--- config.mk ---
export PLATFORM = sky130hd
export DESIGN_NAME = spi_target
export DESIGN_NICKNAME = d
export VERILOG_FILES = /design/src/rtl/spi_target_pkg.sv /design/src/rtl/spi_target_fifo.sv /design/src/rtl/spi_target_sync.sv /design/src/rtl/spi_target.sv
export SDC_FILE = /design/constraint.sdc
export NUM_CORES = 1
export LEC_CHECK = 0
export CORE_ASPECT_RATIO = 0.8
export CORE_UTILIZATION = 50
export DETAILED_ROUTE_END_ITERATION = 7
export PLACE_DENSITY_LB_ADDON = 0.15
export SETUP_SLACK_MARGIN = 0.4
export SYNTH_ARGS = -nofsm -noshare
export SYNTH_HDL_FRONTEND = slang
export SYNTH_SLANG_ARGS = --single-unit
--- constraint.sdc ---
create_clock -name clk -period 2.7 [get_ports clk]
set_input_delay 0.405 -clock clk [delete_from_list [all_inputs] [get_ports clk]]
set_output_delay 0.405 -clock clk [all_outputs]
set_load 0.005 [all_outputs]
--- src/rtl/spi_target_pkg.sv ---
// Shared register map, STAT bit positions and SPI state type for the SPI target.
package spi_target_pkg;
    localparam logic [1:0] REG_DATA = 2'd0;
    localparam logic [1:0] REG_STAT = 2'd1;

    localparam int unsigned STAT_RX_VALID    = 0;
    localparam int unsigned STAT_TX_NOT_FULL = 1;
    localparam int unsigned STAT_RX_OVERRUN  = 2;
    localparam int unsigned STAT_TX_UNDERRUN = 3;
    localparam int unsigned STAT_CS_ACTIVE   = 4;

    localparam logic [7:0] IDLE_BYTE = 8'hFF;

    typedef enum logic {
        SPI_IDLE,
        SPI_ACTIVE
    } spi_state_t;
endpackage

--- src/rtl/spi_target_fifo.sv ---
// Synchronous FIFO; a pop in the same cycle frees room for a push when full.
module sync_fifo #(
    parameter int unsigned WIDTH = 8,
    parameter int unsigned DEPTH = 4
) (
    input  logic             clk,
    input  logic             reset,
    input  logic             push,
    input  logic [WIDTH-1:0] push_data,
    input  logic             pop,
    output logic             full,
    output logic             empty,
    output logic [WIDTH-1:0] head
);
    localparam int unsigned AW = $clog2(DEPTH);

    logic [WIDTH-1:0] mem [DEPTH];
    logic [AW:0]      wr_ptr;
    logic [AW:0]      rd_ptr;
    logic             pop_ok;
    logic             push_ok;

    assign empty   = (wr_ptr == rd_ptr);
    assign full    = (wr_ptr[AW] != rd_ptr[AW]) && (wr_ptr[AW-1:0] == rd_ptr[AW-1:0]);
    assign pop_ok  = pop && !empty;
    assign push_ok = push && (!full || pop_ok);
    assign head    = mem[rd_ptr[AW-1:0]];

    always_ff @(posedge clk) begin
        if (reset) begin
            wr_ptr <= '0;
            rd_ptr <= '0;
        end else begin
            if (push_ok) wr_ptr <= wr_ptr + 1'b1;
            if (pop_ok)  rd_ptr <= rd_ptr + 1'b1;
        end
    end

    always_ff @(posedge clk) begin
        if (push_ok) mem[wr_ptr[AW-1:0]] <= push_data;
    end
endmodule

--- src/rtl/spi_target_sync.sv ---
// Two-flop synchronizer for a single asynchronous input.
module sync #(
    parameter logic RESET_VALUE = 1'b0
) (
    input  logic clk,
    input  logic reset,
    input  logic d,
    output logic q
);
    logic [1:0] stages;

    always_ff @(posedge clk) begin
        if (reset) stages <= {2{RESET_VALUE}};
        else       stages <= {stages[0], d};
    end

    assign q = stages[1];
endmodule

--- src/rtl/spi_target.sv ---
// Memory-mapped SPI target (mode 0, MSB first) with CPU-side RX/TX byte FIFOs.
module spi_target
    import spi_target_pkg::*;
#(
    parameter int unsigned RX_DEPTH = 4,
    parameter int unsigned TX_DEPTH = 4
) (
    input  logic        clk,
    input  logic        reset,
    input  logic        spi_sck_in,
    input  logic        spi_csn_in,
    input  logic        spi_mosi_in,
    output logic        spi_miso_out,
    output logic        spi_miso_en,
    input  logic [31:0] address_in,
    input  logic        sel_in,
    input  logic        read_in,
    output logic [31:0] read_value_out,
    input  logic [3:0]  write_mask_in,
    input  logic [31:0] write_value_in,
    output logic        ready_out
);
    logic sck_s, csn_s, mosi_s, sck_d, csn_d;
    logic sck_rise, sck_fall, csn_fall, csn_rise;
    spi_state_t state, next_state;

    logic [2:0] bit_cnt;
    logic [7:0] rx_shift, tx_shift;
    logic       rx_overrun, tx_underrun;

    logic       rx_push, rx_pop, rx_full, rx_empty;
    logic       tx_push, tx_pop, tx_full, tx_empty;
    logic [7:0] rx_head, tx_head, load_byte;
    logic       spi_rise, spi_fall;
    logic [1:0] reg_sel;
    logic       stat_wr;
    logic [4:0] stat;

    sync #(.RESET_VALUE(1'b0)) u_sck  (.clk(clk), .reset(reset), .d(spi_sck_in),  .q(sck_s));
    sync #(.RESET_VALUE(1'b1)) u_csn  (.clk(clk), .reset(reset), .d(spi_csn_in),  .q(csn_s));
    sync #(.RESET_VALUE(1'b0)) u_mosi (.clk(clk), .reset(reset), .d(spi_mosi_in), .q(mosi_s));

    always_ff @(posedge clk) begin
        if (reset) begin
            sck_d <= 1'b0;
            csn_d <= 1'b1;
        end else begin
            sck_d <= sck_s;
            csn_d <= csn_s;
        end
    end

    assign sck_rise = sck_s && !sck_d;
    assign sck_fall = !sck_s && sck_d;
    assign csn_fall = !csn_s && csn_d;
    assign csn_rise = csn_s && !csn_d;

    always_ff @(posedge clk) begin
        if (reset) state <= SPI_IDLE;
        else       state <= next_state;
    end

    always_comb begin
        next_state = state;
        case (state)
            SPI_IDLE:   if (csn_fall) next_state = SPI_ACTIVE;
            SPI_ACTIVE: if (csn_rise) next_state = SPI_IDLE;
            default:    next_state = SPI_IDLE;
        endcase
    end

    // A CSN release wins over any SCK edge seen in the same cycle.
    assign spi_rise  = (state == SPI_ACTIVE) && !csn_rise && sck_rise;
    assign spi_fall  = (state == SPI_ACTIVE) && !csn_rise && sck_fall;
    assign tx_pop    = ((state == SPI_IDLE) && csn_fall) || (spi_fall && (bit_cnt == 3'd0));
    assign load_byte = tx_empty ? IDLE_BYTE : tx_head;
    assign rx_push   = spi_rise && (bit_cnt == 3'd7);

    assign reg_sel = address_in[3:2];
    assign rx_pop  = sel_in && read_in && (reg_sel == REG_DATA);
    assign tx_push = sel_in && write_mask_in[0] && (reg_sel == REG_DATA);
    assign stat_wr = sel_in && write_mask_in[0] && (reg_sel == REG_STAT);

    always_ff @(posedge clk) begin
        if (reset) begin
            bit_cnt     <= '0;
            rx_shift    <= '0;
            tx_shift    <= IDLE_BYTE;
            rx_overrun  <= 1'b0;
            tx_underrun <= 1'b0;
        end else begin
            if ((state == SPI_IDLE) && csn_fall) begin
                bit_cnt  <= '0;
                tx_shift <= load_byte;
            end else if ((state == SPI_ACTIVE) && csn_rise) begin
                bit_cnt <= '0;
            end else if (spi_rise) begin
                rx_shift <= {rx_shift[6:0], mosi_s};
                bit_cnt  <= bit_cnt + 3'd1;
            end else if (spi_fall) begin
                tx_shift <= (bit_cnt == 3'd0) ? load_byte : {tx_shift[6:0], 1'b0};
            end

            if (rx_push && rx_full && !rx_pop)                 rx_overrun <= 1'b1;
            else if (stat_wr && write_value_in[STAT_RX_OVERRUN]) rx_overrun <= 1'b0;

            if (tx_pop && tx_empty)                             tx_underrun <= 1'b1;
            else if (stat_wr && write_value_in[STAT_TX_UNDERRUN]) tx_underrun <= 1'b0;
        end
    end

    sync_fifo #(.WIDTH(8), .DEPTH(RX_DEPTH)) u_rx_fifo (
        .clk(clk), .reset(reset),
        .push(rx_push), .push_data({rx_shift[6:0], mosi_s}),
        .pop(rx_pop), .full(rx_full), .empty(rx_empty), .head(rx_head)
    );

    sync_fifo #(.WIDTH(8), .DEPTH(TX_DEPTH)) u_tx_fifo (
        .clk(clk), .reset(reset),
        .push(tx_push), .push_data(write_value_in[7:0]),
        .pop(tx_pop), .full(tx_full), .empty(tx_empty), .head(tx_head)
    );

    assign stat = {state == SPI_ACTIVE, tx_underrun, rx_overrun, !tx_full, !rx_empty};

    always_comb begin
        read_value_out = '0;
        if (sel_in) begin
            case (reg_sel)
                REG_DATA: read_value_out = {24'b0, rx_empty ? 8'h00 : rx_head};
                REG_STAT: read_value_out = {27'b0, stat};
                default:  read_value_out = '0;
            endcase
        end
    end

    assign ready_out    = sel_in;
    assign spi_miso_en  = (state == SPI_ACTIVE);
    assign spi_miso_out = (state == SPI_ACTIVE) ? tx_shift[7] : 1'b1;

    logic unused_bits;
    assign unused_bits = &{1'b0, address_in[31:4], address_in[1:0], write_mask_in[3:1],
                           write_value_in[31:8], write_value_in[1:0], write_value_in[7:4]};
endmodule

**Word level (Yosys, flattened, before mapping)**

Memory sizes are Yosys's and may differ from the RTL's. A register that Yosys moved wholly into a read port is not among the register bits.
Cells that the tools add are included.

- Memories kept: 2
- Register bits: 41
- Logic and storage cells: 108
- Bits in latches: 0
- ROM bits: 0
- Input port bits: 75
- Bits in writable memories: 64
- Output and inout bits: 35

Memory list:

| memory | words | bits a word | read ports | clocked after Yosys merged registers in | wr ports | RTL line | source |
|---|---|---|---|---|---|---|---|
| u_rx_fifo.mem | 4 | 8 | 1 | 1 | 1 | spi_target_fifo.sv:17 | `logic [WIDTH-1:0] mem [DEPTH];` |
| u_tx_fifo.mem | 4 | 8 | 1 | 1 | 1 | spi_target_fifo.sv:17 |  |

- Equal/unequal tests: 10
- Bitwise gates (word level): 3
- Mux-type cells: 25
- Multipliers: 0
- Add/subtract/negate cells: 5
- Div/mod/pow operators: 0
- Reduce and logical (&&, ||, !) cells: 48
- Shifts and indexed selects: 0
- $lt $le $gt $ge: 0

Operators by type and width:

| kind | number |
|---|---|
| two-way mux 8 bit | 8 |
| logical AND 1 bit | 27 |
| case mux 8 bit (2 select lines) | 1 |
| adder 3 x 1 -> 3 bit (second input constant) | 5 |
| two-way mux 1 bit | 11 |
| logical NOT 1 bit | 10 |
| two-way mux 2 bit | 4 |
| == test 3 bit | 2 |
| AND reduction 3 bit | 2 |
| nonzero test 2 bit | 3 |
| == test 2 bit | 2 |
| == test 3 bit (second input constant) | 1 |
| logical NOT 3 bit | 1 |
| logical OR 1 bit | 3 |
| inverter 1 bit | 3 |
| OR reduction 3 bit | 1 |
| == test 2 x 1 -> 1 bit (second input constant) | 1 |
| logical NOT 2 bit | 1 |
| inequality test 1 bit | 2 |
| inequality test 2 x 1 -> 1 bit (second input constant) | 1 |
| inequality test 2 bit (second input constant) | 1 |
| case mux 1 bit (2 select lines) | 1 |

**Longest topological paths before layout**

- Depth in word-level cells: 12
- Mapped depth: 7
- Gate-level depth less buffers: 6

**Hierarchy**

Synthesis repeated with hierarchy kept, for this count alone.

- Cells, all modules: 361
- Area total of the unflattened synthesis: 4,849.7 um^2

By module, submodules not included:

| module | cells an instance | instances | area an instance (um^2) | seq. area each (um^2) |
|---|---|---|---|---|
| sync_fifo | 97 | 2 | 1,699.1 | 1,121.1 |
| spi_target | 155 | 1 | 1,293.7 | 460.4 |
| sync | 4 | 3 | 52.6 | 40.0 |

**Least setup slack after synthesis**

Ideal clock, no wire load.

- Kind: register -> register
- Start: register bit_cnt[0]
- End: register u_tx_fifo.wr_ptr[2]
- Data arrival time: 1.815 ns
- Stages on the path, launching flop included: 7
- Setup time: 0.121 ns
- Path buffers: 0
- Data required time: 2.579 ns
- Period minus slack after synthesis: 1.935 ns
- Setup slack: 0.765 ns
- Cells stage by stage: dfxtp_1 -> inv_1 -> ha_1 -> and4bb_2 -> a31oi_4 -> a21oi_1 -> mux2_2

- Longest elaborated chain between the ends: 6

Ends and longest elaborated chain:

| item | RTL line | source |
|---|---|---|
| from (decl) | spi_target.sv:27 | `logic [2:0] bit_cnt;` |
| from (signal assigned) | spi_target.sv:99 | `bit_cnt <= bit_cnt + 3'd1;` |
| logical NOT 3 bit | spi_target.sv:75 | `assign tx_pop = ((state == SPI_IDLE) && csn_fall) \|\| (spi_fall && (bit_cnt == 3'd0));` |
| logical AND 1 bit | spi_target.sv:75 |  |
| logical OR 1 bit | spi_target.sv:75 |  |
| logical AND 1 bit | spi_target_fifo.sv:25 | `assign pop_ok = pop && !empty;` |
| logical OR 1 bit | spi_target_fifo.sv:26 | `assign push_ok = push && (!full \|\| pop_ok);` |
| logical AND 1 bit | spi_target_fifo.sv:26 |  |
| to (signal assigned) | spi_target_fifo.sv:34 | `if (push_ok) wr_ptr <= wr_ptr + 1'b1;` |
| to (decl) | spi_target_fifo.sv:18 | `logic [AW:0] wr_ptr;` |

Every way passes these cells.
A chain may end at the register's enable or synchronous reset.

==> results by stage <==
STA:
- Setup repair after global routing could not meet its margin everywhere.
- Across all hold checks on the routed design, the worst slack comes to 0.419 ns.
- The final critical-path required period is between 2 and 2.5 ns.
- Of the available clock period, the critical path in the final layout requires 0.855.
- Setup slack on the critical path of the routed design comes to 0.391 ns.
- The number of slew-limit violations in the final report is 0.
- The number of setup violations in the final report is 0.
- The clock arrives with 0.00695 ns of skew.
- The final count of hold timing violations is 0.
- For the pin with the worst max-slew slack, the measured transition is 1.14 ns.
- The worst max-slew margin expressed relative to the limit is 0.231.
- The top achievable clock speed is 433 MHz.
- The final setup TNS is 0 ns.

Clocking:
- Counting the buffers created by CTS gives 9.
- TritonCTS built the clock tree.
- The clock passes through at most 2 buffers.
- At the later pin of the worst-skew pair, clock insertion delay measures 0.35 ns.
- The number of levels the H-tree was split into is 3.
- The number of clock sinks is between 100 and 150.
- The clock tree root buffer cell is clkbuf_16.
- The clock edge transition at the registers on the reported setup and hold paths is 0.07 ns.

Yosys:
- After synthesis, the netlist uses 51 different library cells.
- The number of flip-flops and latches in the synthesized netlist is approximately 110.
- The combined area of all synthesized cells is 4710 um2.
- The Yosys step of the flow raised 0 warnings.
- Synthesis produced a netlist whose cell count is 342.
- For this run, the leading register cell type out of synthesis is edfxtp_1.
- Of all flip-flops after synthesis, the portion carrying an async set or reset was 0.
- The share of the Yosys chip area taken by registers is 0.600.
- Dividing the synthesized area by the synthesized cell count gives around 14 um2.
- The number of enable flip-flop cells after synthesis is 64.

Floorplan:
- The die is 88.8 um tall.
- The number of cell rows is 31.
- From left edge to right edge, the die measures 110 um.
- The number of top-level pins is 110.
- The floorplan step defined a die boundary enclosing 9810 um2.
- For this configuration, the core starts out at a cell density of 0.518.
- In this run the standard cell core region covers 9080 um2.

Placed design:
- The congestion estimate from routability-driven global placement came to between 0.7 and 0.8.
- Buffers placed on the I/O ports in this run total 28.
- At the placement stage, the worst setup path has a slack of roughly 0.20 ns.
- The sum of net half-perimeters after detailed placement is around 5.8 mm.
- The count of placed standard cells including taps is about 480.

Layout:
- After the flow finishes, the layout carries non-filler instances totaling ~500.
- Once layout is complete, the utilization of the core stands at 0.606.
- The filler cell count is 699.
- Of the cells placed in the final design, the portion with a size suffix greater than 1 is 0.203.
- The final layout net count is 473.
- Leaving out fill and tap cells, the most frequent cells in the layout are edfxtp_1 (64), dfxtp_1 (43), nor2_1 (32), conb_1 (24), clkdlybuf4s50_1 (20).
- The most common library cell in the layout ignoring fill and taps is edfxtp_1.
- The number of antenna diodes in the final layout is 0.
- From synthesis to final layout, the design area changed by 16.8%.

Worst setup path:
- The endpoint identified for the worst register-to-register timing path is u_tx_fifo.mem[2][7].
- Of all nets on the critical path, the largest fanout is 3.
- The critical path in this run is classified as reg -> out.
- The reg-to-reg critical path startpoint is bit_cnt[0].
- For the worst flop-to-flop path, the logic depth is 7.
- The type of element capturing the critical path is a primary output.
- The worst setup path is launched from a register.
- Across all register-to-register paths, the minimum setup slack is 0.67 ns.
- Data on the critical path arrives at its endpoint at 1.90 ns.
- The data required time at the worst endpoint is 2.30 ns.

Flow run:
- Across the run, the number of max-cap violations was 0.

Detailed routing:
- The number of nets with antenna violations after routing is 0.
- Summed over all layers, the routed wires come to 8.37 mm.
- The average routed wire per standard cell is 16.6 um.
- The first-pass iteration count of the detailed router is 4.
- The initial detailed-routing violation count is 179.
- The residual DRC count is 0.
- The via count normalized by instance count is 5.24.
- The routed layout has 2648 vias.

Power:
- Power spread over the standard cell area amounts to 567 nW/um2.
- The worst-case IR drop observed on VDD is ~0.00042 V.
- In this run the static leakage power is ~2.0 nW.

Global route:
- The total global-route track usage is 0.184.
- The global-route wire length before repair is 13.2 mm.
- The maximum number of pins on one net before global-route repair is between 40 and 50.
- The number of global-route vias before repair came to approximately 2400.
- The residual overflow from global routing is 0.
- The number of antenna violations at the first check in global routing is 0.

Worst hold path:
- The worst hold path terminates at u_csn.stages[1].
- The type of the worst min-delay path is reg -> reg.
- Along the worst hold path, the cell count comes to 1.
- The launch instance of the worst min-delay path is u_csn.stages[0].

Status:
- The run finished with clean final reports.
[report_power, final]
part	internal [mW]	total (mW)	switching, mW
registers	1.77	1.78	0.0126
clock network	0.634	1.22	0.586
logic	0.0556	0.119	0.0632
total	2.45	3.12	0.662
[worst max-delay path: stages, from the launching register on]
cell	delay, ns
dfxtp_2	0.33
buf_8	0.11
buf_12	0.11
buf_12	0.10
mux4_2	0.48
and3_1	0.18
dlygate4sd2_1	0.25
[synth_stat cells, types with 6 or more instances]
cell	n	area share
a21oi_1	16	0.017
and2_1	6	0.0080
buf_4	25	0.040
clkbuf_1	7	0.0056
dfxtp_1	45	0.19
edfxtp_1	64	0.41
ha_1	13	0.035
inv_1	9	0.0072
mux2i_1	12	0.026
mux4_2	16	0.077
nor2_1	33	0.026
nor2b_1	9	0.012
nor3_1	8	0.0085
o31ai_1	8	0.013
xnor2_1	6	0.011
[layout make-up]
class / instances / area [um2] / share of cell area
Sequential cell: 109 / 2830 / 0.514
Multi-Input combinational cell: 207 / 1700 / 0.309
Timing Repair Buffer: 49 / 518 / 0.0942
Clock buffer: 10 / 229 / 0.0417
Tap cell: 115 / 144 / 0.0262
Clock inverter: 6 / 47.5 / 0.00865
Inverter: 9 / 33.8 / 0.00615
[how the worst max path moves through the flow]
stage | startpoint | to | cells past startpoint | slack (ns)
final | register | read_value_out[5] | 6 | 0.39
after global routing | register | read_value_out[6] | 6 | 0.33
after CTS | u_rx_fifo.wr_ptr[1] | read_value_out[2] | 4 | 0.23
after detailed placement | address_in[2] | u_rx_fifo.mem[0][4] | 6 | 0.20
after global placement | address_in[2] | u_rx_fifo.mem[0][4] | 6 | 0.24
after floorplan | bit_cnt[0] | u_tx_fifo.wr_ptr[2] | 6 | 0.76
[layer usage]
metal | up-vias | GRT usage | wire length (um)
met3 | 9 | 0.0521 | 308
met2 | 59 | 0.277 | 3810
met5 | - | 0 | 0
met1 | 1291 | 0.257 | 4140
li1 | 1289 | - | -
met4 | 0 | 0.0655 | 116
[registers in the layout, summed over array words and instances, names as in the netlist, named ones only]
name,cells
u_rx_fifo.mem,32
u_tx_fifo.mem,32
tx_shift,8
rx_shift,7
bit_cnt,3
u_rx_fifo.rd_ptr,3
u_rx_fifo.wr_ptr,3
u_tx_fifo.rd_ptr,3
u_tx_fifo.wr_ptr,3
u_csn.stages,2
u_mosi.stages,2
u_sck.stages,2
csn_d,1
rx_overrun,1
sck_d,1
spi_miso_en,1
tx_underrun,1
[per-stage QoR]
| step | power [mW] | cell area (um2) |
|---|---|---|
| finish | 3.12 | 5500 |
| floorplan | 1.90 | 4790 |
| global placement | 1.93 | 5110 |
| CTS | 3.14 | 5450 |
| detailed placement | 1.93 | 5110 |
| global route | 3.21 | 5500 |
[kinds of logic (layout without fill, tap and decap cells)]
group                    count (synthesis)  after routing  synth area share
flip-flops                             109            109             0.600
AND/OR/NAND/NOR                         92             92             0.119
other                                    1             24          0.000797
multiplexers                            32             32             0.112
buffers and inverters                   49             74            0.0633
AO/OA/AOI/OAI                           38             38            0.0558
XOR/XNOR                                 8              8            0.0149
adder cells (fa/ha/maj)                 13             13            0.0346
[timing repair]
item,in CTS,in global routing
pin swaps,1,4
hold buffers,0,0
setup buffers,4,1
gates resized for setup,13,10
endpoints found under the setup margin,8,5
(Power assumes the default switching activity.)
